`src/rtl/waveform_shaper_pkg.sv`:
```
// Tone-generator shared types and constants:
// wave encodings, config fields, LFSR setup.
package waveform_shaper_pkg;

  typedef enum logic [1:0] {
    WAVE_SQUARE = 2'd0,
    WAVE_SAW    = 2'd1,
    WAVE_TRI    = 2'd2,
    WAVE_NOISE  = 2'd3
  } wave_e;

  localparam int WAVE_LSB = 0;
  localparam int VOL_LSB  = 4;
  localparam int DUTY_LSB = 8;

  localparam int LFSR_W = 15;
  localparam logic [LFSR_W-1:0] LFSR_SEED = 15'h7FFF;
  localparam int LFSR_TAP_A = 14;
  localparam int LFSR_TAP_B = 13;

  localparam logic [7:0] DEFAULT_DUTY = 8'h80;

  typedef struct packed {
    logic [7:0] duty;
    logic [3:0] vol;
    wave_e      wave;
  } cfg_t;

  typedef struct packed {
    logic       valid;
    logic [7:0] raw;
    logic [3:0] vol;
  } s1_t;

  function automatic logic [7:0] tri_shape(
    input logic [7:0] p
  );
    return p[7] ? ~{p[6:0], 1'b0}
                : {p[6:0], 1'b0};
  endfunction

endpackage

```
`src/rtl/noise_lfsr.sv`:
```
// Noise source: 15-bit LFSR stepped on phase wrap.
// Ports: clk_i, rst_i, strobe_i, msb_i -> bit_o.
module noise_lfsr
  import waveform_shaper_pkg::*;
(
  input  logic clk_i,
  input  logic rst_i,
  input  logic strobe_i,
  input  logic msb_i,
  output logic bit_o
);

  logic [LFSR_W-1:0] lfsr_q, lfsr_d;
  logic              prev_msb_q, prev_msb_d;
  logic              step;

  // A wrap is the phase MSB falling between strobes.
  always_comb begin
    step       = strobe_i && !msb_i && prev_msb_q;
    prev_msb_d = strobe_i ? msb_i : prev_msb_q;
    lfsr_d     = lfsr_q;
    if (step)
      lfsr_d = {lfsr_q[LFSR_W-2:0],
                lfsr_q[LFSR_TAP_A] ^ lfsr_q[LFSR_TAP_B]};
  end

  always_ff @(posedge clk_i) begin
    if (rst_i) begin
      lfsr_q     <= LFSR_SEED;
      prev_msb_q <= 1'b0;
    end else begin
      lfsr_q     <= lfsr_d;
      prev_msb_q <= prev_msb_d;
    end
  end

  assign bit_o = lfsr_q[0];

endmodule

```
`src/rtl/waveform_shaper.sv`:
```
// Per-channel phase-to-sample shaper with volume, 2-stage pipe.
// In: phase_in/phase_valid_in, config bus; Out: sample_out/data_valid_out.
module waveform_shaper
  import waveform_shaper_pkg::*;
#(
  parameter logic [3:0] REG_ADDR = 4'h1
)(
  input  logic        clk_in,
  input  logic        reset_in,
  input  logic [15:0] phase_in,
  input  logic        phase_valid_in,
  input  logic [15:0] data_in,
  input  logic [3:0]  addr_in,
  input  logic        data_valid_in,
  output logic [7:0]  sample_out,
  output logic        data_valid_out
);

  cfg_t cfg_q, cfg_d;
  s1_t  s1_q, s1_d;

  logic [7:0] sample_q, sample_d;
  logic       valid_q;
  logic       noise_bit;
  logic [7:0] p;
  logic [7:0] raw;
  logic [7:0] s;

  logic signed [11:0] s_ext;
  logic signed [11:0] vol_ext;
  logic signed [11:0] prod;

  logic unused_bits;
  assign unused_bits = ^{phase_in[7:0], data_in[3:2]};

  noise_lfsr u_lfsr (
    .clk_i    (clk_in),
    .rst_i    (reset_in),
    .strobe_i (phase_valid_in),
    .msb_i    (phase_in[15]),
    .bit_o    (noise_bit)
  );

  always_comb begin
    cfg_d = cfg_q;
    if (data_valid_in && addr_in == REG_ADDR) begin
      cfg_d.wave = wave_e'(data_in[WAVE_LSB +: 2]);
      cfg_d.vol  = data_in[VOL_LSB +: 4];
      cfg_d.duty = data_in[DUTY_LSB +: 8];
    end
  end

  assign p = phase_in[15:8];

  always_comb begin
    raw = 8'h00;
    unique case (cfg_q.wave)
      WAVE_SQUARE: raw = (p < cfg_q.duty) ? 8'hFF : 8'h00;
      WAVE_SAW:    raw = p;
      WAVE_TRI:    raw = tri_shape(p);
      WAVE_NOISE:  raw = noise_bit ? 8'hFF : 8'h00;
      default:     raw = 8'h00;
    endcase
  end

  // Stage 1 captures vol with the sample so later
  // config writes never touch in-flight data.
  always_comb begin
    s1_d.valid = phase_valid_in;
    s1_d.raw   = raw;
    s1_d.vol   = cfg_q.vol;
  end

  // Offset-binary to signed, scale, floor-shift by 4.
  always_comb begin
    s        = s1_q.raw ^ 8'h80;
    s_ext    = {{4{s[7]}}, s};
    vol_ext  = {8'h00, s1_q.vol};
    prod     = s_ext * vol_ext;
    sample_d = sample_q;
    if (s1_q.valid)
      sample_d = prod[11:4];
  end

  always_ff @(posedge clk_in) begin
    if (reset_in) begin
      cfg_q    <= '{duty: DEFAULT_DUTY,
                    vol:  4'h0,
                    wave: WAVE_SQUARE};
      s1_q     <= '0;
      sample_q <= 8'h00;
      valid_q  <= 1'b0;
    end else begin
      cfg_q    <= cfg_d;
      s1_q     <= s1_d;
      sample_q <= sample_d;
      valid_q  <= s1_q.valid;
    end
  end

  assign sample_out     = sample_q;
  assign data_valid_out = valid_q;

endmodule

```
`config.mk`:
```
export PLATFORM = sky130hd
export DESIGN_NAME = waveform_shaper
export DESIGN_NICKNAME = d
export VERILOG_FILES = /design/src/rtl/waveform_shaper_pkg.sv /design/src/rtl/noise_lfsr.sv /design/src/rtl/waveform_shaper.sv
export SDC_FILE = /design/constraint.sdc
export NUM_CORES = 1
export LEC_CHECK = 0
export ABC_AREA = 1
export CAP_MARGIN = 10
export CELL_PAD_IN_SITES_DETAIL_PLACEMENT = 1
export CELL_PAD_IN_SITES_GLOBAL_PLACEMENT = 1
export CORE_MARGIN = 2
export CORE_UTILIZATION = 36
export CTS_CLUSTER_DIAMETER = 50
export DETAILED_ROUTE_END_ITERATION = 8
export PLACE_DENSITY_LB_ADDON = 0.1
export SYNTH_ARGS = -nofsm -noshare
export SYNTH_HDL_FRONTEND = slang
export SYNTH_HIERARCHICAL = 1
export SYNTH_SLANG_ARGS = --single-unit
export TNS_END_PERCENT = 10
```
`constraint.sdc`:
```
create_clock -name clk_in -period 3.3 [get_ports clk_in]
set_input_delay 0.33 -clock clk_in [delete_from_list [all_inputs] [get_ports clk_in]]
set_output_delay 0.33 -clock clk_in [all_outputs]
set_load 0.02 [all_outputs]
```
**After elaboration in Yosys (flattened, before gate mapping)**

Index checks and enable logic that the tools add are counted.

- Memory bits (read-only): 0
- Memories: 0
- Bits in registers: 52
- Output and inout bits: 9
- Bits in writable memories: 0
- Logic and storage cells: 28
- Bits in latches: 0

- Equality and inequality tests: 4
- Multiplexer cells: 4
- Bitwise operators: 3
- Order comparisons: 1
- Div/mod/pow operators: 0
- Add/subtract/negate cells: 0
- Shift operators: 0
- Multiply operators: 1
- Reductions and logical operators: 5

Operators by type and width:

| kind | number |
|---|---|
| one-hot mux 8 bit (4 select lines) | 1 |
| 2-to-1 mux 8 bit | 3 |
| multiplier 8 x 5 -> 12 bit | 1 |
| < comparator 8 bit | 1 |
| inverter 8 bit | 1 |
| == test 2 bit, second input constant | 2 |
| == test 4 x 1 -> 1 bit, second input constant | 1 |
| logical AND 1 bit | 3 |
| == test 2 x 1 -> 1 bit, second input constant | 1 |
| logical NOT 2 bit | 1 |
| logical NOT 1 bit | 1 |
| inverter 1 bit | 1 |
| bitwise XOR 1 bit | 1 |

**Depth between registers and ports, before layout**

- Depth in word-level cells: 3
- Gate-level depth with buffers: 19
- Mapped depth without buffers: 18

**Cells and area by module**

Netlist, hierarchy kept.

By module, submodules not included:

| module | cells an instance | area an instance (sq um) | instances |
|---|---|---|---|
| waveform_shaper | 363 | 2687.6 | 1 |
| noise_lfsr | 77 | 599.3 | 1 |

**Worst setup path before layout**

OpenSTA, ideal clock, no wires.

- Kind: reg-to-reg
- Start: reg s1_q[2] (netlist name)
- End: reg sample_q[6], in the netlist sample_out[6]
- Arrival time: 3.011 ns
- Stages on the path, launching flop included: 18
- Buffers on the path: 1
- Slack: 0.180 ns
- Cells stage by stage: dfxtp_1 -> clkbuf_1 -> nand2_1 -> inv_1 -> ha_1 -> fa_1 -> inv_1 -> fa_1 -> inv_1 -> ha_1 -> a21oi_1 -> o21bai_1 -> a21oi_1 -> nand2_1 -> nand2_1 -> nand3_1 -> nand2_1 -> inv_1

- Word-level cells in the longest chain between the ends: 1

RTL lines:

| element | line | RTL |
|---|---|---|
| from (decl) | waveform_shaper.sv:20 | `s1_t s1_q, s1_d;` |
| from (signal assigned) | waveform_shaper.sv:90 | `s1_q <= '0;` |
| from (signal assigned) | waveform_shaper.sv:95 | `s1_q <= s1_d;` |
| multiplier 8 x 5 -> 12 bit | waveform_shaper.sv:79 | `prod = s_ext * vol_ext;` |
| to (signal assigned) | waveform_shaper.sv:96 | `sample_q <= sample_d;` |
| to (decl) | waveform_shaper.sv:22 | `logic [7:0] sample_q, sample_d;` |

Every way passes these cells.
A chain may end at the register's enable or synchronous reset.

**Final worst setup path**

- Start: reg s1_q[2] (netlist name)
- End: reg sample_q[7], in the netlist sample_out[7]

The elaborated chain is that of the path after synthesis.

==> impl_metrics.toml <==
[run_status]
outcome = "finished, final reports clean"

[setup_path]
required_ns = 3.52
r2r_start = "s1_q[2]"
cp-end-kind = "flip-flop"
crit_path_end = "sample_out[7]"
worstPathBufferInverterCount = 4
path_class = "reg2reg"
startpoint = "s1_q[2]"
ff2ff_path_depth = 16
arrival_ns = 3.31
worstSetupPathDepth = 16
crit_family = "adder cells"
reg2reg_slack_ns = 0.21
path_max_fanout = 8
slowest_stage = "fa_1"
critical_path.max_stage_delay_ns = 0.53
rr_endpoint = "sample_out[7]"
path_cells = "nand2_1 > inv_1 > ha_1 > fa_1 > inv_1 > fa_1 > inv_1 > ha_4 > buf_4 > nand2_1 > o21ai_0 > nand2_1 > nand3_1 > nor2_1 > nor2_1 > nor2_1"
start_kind = "flip-flop"

[synth]
ys_ff_latch = 52
ys_types = 32
ys_seq_area_share_pct = 31.7
syn_avg_cell_area_um2 = 7.47
synth_nets = 521
synth_warnings = 6
syn-instance-count = 440
async_flop_share_pct = 0
ys.flop_type = "dfxtp_1"
synth_enable_flop_cells = 0
synthesis.area_mm2 = 0.00329

[job]
drv_cap = 0

[grt]
antenna_found_initial = 0
grt-ovfl-total = 0
first_global_vias = 2811
gr-usage-all-layers_pct = 15.6
grt_max_degree = 27
grt_pass1_wl_um = 12700

[power_and_ir_drop]
power.density_mw_per_mm2 = 312
p_leak_nw = 2.00
power_switching_mw = 0.351
pwr-share-seq_pct = 54.6
peakVddDrop_uv = 152
pwr-share-comb_pct = 13.4
intPower_mw = 0.891
power.share.clock_pct = 32.0
swShare_pct = 28.3

[finish]
final_nets = 561
drive_gt1_share_pct = 9.77
synthToLayoutAreaGrowth_pct = 21.0
n_antenna_cell = 0
fin_cells = 589

[route]
firstDrtPassIters = 4
vias = 2802
drt_iter0_markers = 28
drcViolationCount = 0
wl_um = 7130
detail_route.wl_per_cell_um = 12.1
drt-vias-per-instance = 4.76
ant_nets = 0

[sta]
setup_viol = 0
finalCriticalPeriod_ns = 3.09
drv_slew = 0
min_period_over_period_pct = 93.6
rsz0062_at_grt = "no"
fin_skew_ns = 0.0116
hold-worst-slack_ns = 0.439
hold_violations = 0
tightest_slew_ns = 0.641
fin_ws_ns = 0.210
slew_headroom_pct = 57.2
clock.fmax_ghz = 0.324

[floorplan]
die_x_um = 99.6
core_mm2 = 0.00881
die_area_mm2 = 0.00991
pin_count = 49
initial_core_util_pct = 37.3
rows = 34
die_y_um = 99.6

[clocking]
cts_setup_buffers = 0
clock_latency_ns = 0.32
tritoncts = "built"
clock_path_buffers = 2
numCtsBuffers = 5
h-tree-depth = 2
clock-sinks = 52
clk_root_buffer_cell = "clkbuf_8"
postCtsHoldBufs = 0
clk_pin_slew_ns = 0.11

[placement]
portBuffers = 38
hpwl_um = 5790
pre_cts_slack_ns = -0.0413
gp_congestion = 0.812
dp_cells = 581

[worst_hold_path]
hp-class = "reg2reg"
==> area by class of cell <==
type,count,area (um2)
fill,1128,4830
multi-input combinational,283,1920
sequential,52,1050
timing repair buffer,45,433
inverter,93,349
tap,108,135
clock buffer,5,68.8
clock inverter,3,26.3
==> cells by family (layout without fill, tap and decap cells) <==
group,after synthesis,in the layout,share of synthesized area [%]
and+or+nand+nor,158,158,21.0
buffers and inverters,105,146,12.3
xor gates and xnor gates,14,14,3.73
AOI/OAI and AO/OA,70,70,12.2
DFF,52,52,31.7
adders and majority gates,41,41,19.0
==> power by group through the flow <==
| stage | clock network (mW) | logic, mW | registers [mW] |
|---|---|---|---|
| 2_1_floorplan | 0 | 0.0885 | 0.693 |
| 3_5_place_dp | 0 | 0.167 | 0.695 |
| 5_1_grt | 0.438 | 0.191 | 0.683 |
| 6_report | 0.397 | 0.166 | 0.678 |
| 3_3_place_gp | 0 | 0.162 | 0.693 |
| 4_1_cts | 0.416 | 0.167 | 0.680 |
==> worst register-to-register path, delay by kind of cell, from the launching register on <==
family          cells  cell delay [ns]
compound gates      1             0.17
buf+inv             4             0.29
fa+ha+maj           4             1.65
simple gates        7             0.50
flops               1             0.39
==> timing repair <==
item,CTS,global route
endpoints found under the hold margin,0,0
pin swaps,0,3
setup endpoints to repair,3,5
gates resized for setup,2,13
cloned,0,0
==> worst min path at each step <==
| stage | from | to | slack [ns] | depth (start not counted) |
|---|---|---|---|---|
| after global placement | cfg_q[3] | s1_q[1] | 0.43 | 2 |
| after global routing | cfg_q[4] | s1_q[2] | 0.47 | 2 |
| final | cfg_q[4] | s1_q[2] | 0.44 | 2 |
| after floorplan | cfg_q[2] | s1_q[0] | 0.41 | 2 |
| after detailed placement | cfg_q[3] | s1_q[1] | 0.43 | 2 |
| after CTS | cfg_q[3] | s1_q[1] | 0.44 | 2 |
==> registers in the layout, summed over array words and instances (netlist names) <==
| signal | cells |
|---|---|
| sample_out | 8 |
| s | 7 |
| data_valid_out | 1 |
| cfg_q | 14 |
| s1_q | 6 |
| u_lfsr/lfsr_q | 15 |
| u_lfsr/prev_msb_q | 1 |
==> layout by cell type (no fill, tap or decap), drive strengths merged, types with 2 or more instances in the layout <==
master / Yosys / layout
nand2: 97 / 97
inv: 93 / 94
dfxtp: 52 / 52
clkdlybuf4s50: 0 / 38
a21oi: 33 / 33
nor2: 29 / 29
nand3: 27 / 27
ha: 26 / 26
o21ai: 23 / 23
fa: 15 / 15
xor2: 13 / 13
a221oi: 8 / 8
buf: 5 / 7
clkbuf: 7 / 5
nand4: 2 / 2
o21a: 2 / 2
clkinvlp: 0 / 2
==> routing by layer <==
metal	wire (um)	track usage, %	part of all wire [%]	vias up
met3	162	1.97	2.3	9
met1	3230	19.1	45	1312
li1	-	-	-	1447
met2	3640	28.7	51	34
met5	0	0	0	-
met4	107	4.43	1.5	0
==> per-stage QoR <==
stage,util (%),setup TNS [ns],total power [mW],instance area [um2]
3_3_place_gp,43.1,0,0.855,3800
5_1_grt,45.2,0,1.31,3980
3_5_place_dp,43.1,-0.0633,0.861,3800
4_1_cts,44.2,0,1.26,3900
6_report,45.2,0,1.24,3980
2_1_floorplan,-,0,0.782,3290
==> synth_stat cells (3+ instances only) <==
library cell / instances / area, um2
o21ai_0: 22 / 110
nor2_1: 27 / 101
dfxtp_1: 52 / 1040
fa_1: 15 / 300
inv_1: 90 / 338
nand3_1: 25 / 125
ha_1: 26 / 325
xor2_1: 13 / 114
inv_2: 3 / 11.3
a21oi_1: 32 / 160
nand2_2: 8 / 50.1
buf_2: 3 / 15.0
clkbuf_1: 7 / 26.3
nand2_1: 88 / 330
a221oi_1: 8 / 70.1
Note: power is estimated with default switching activity, not from simulation.
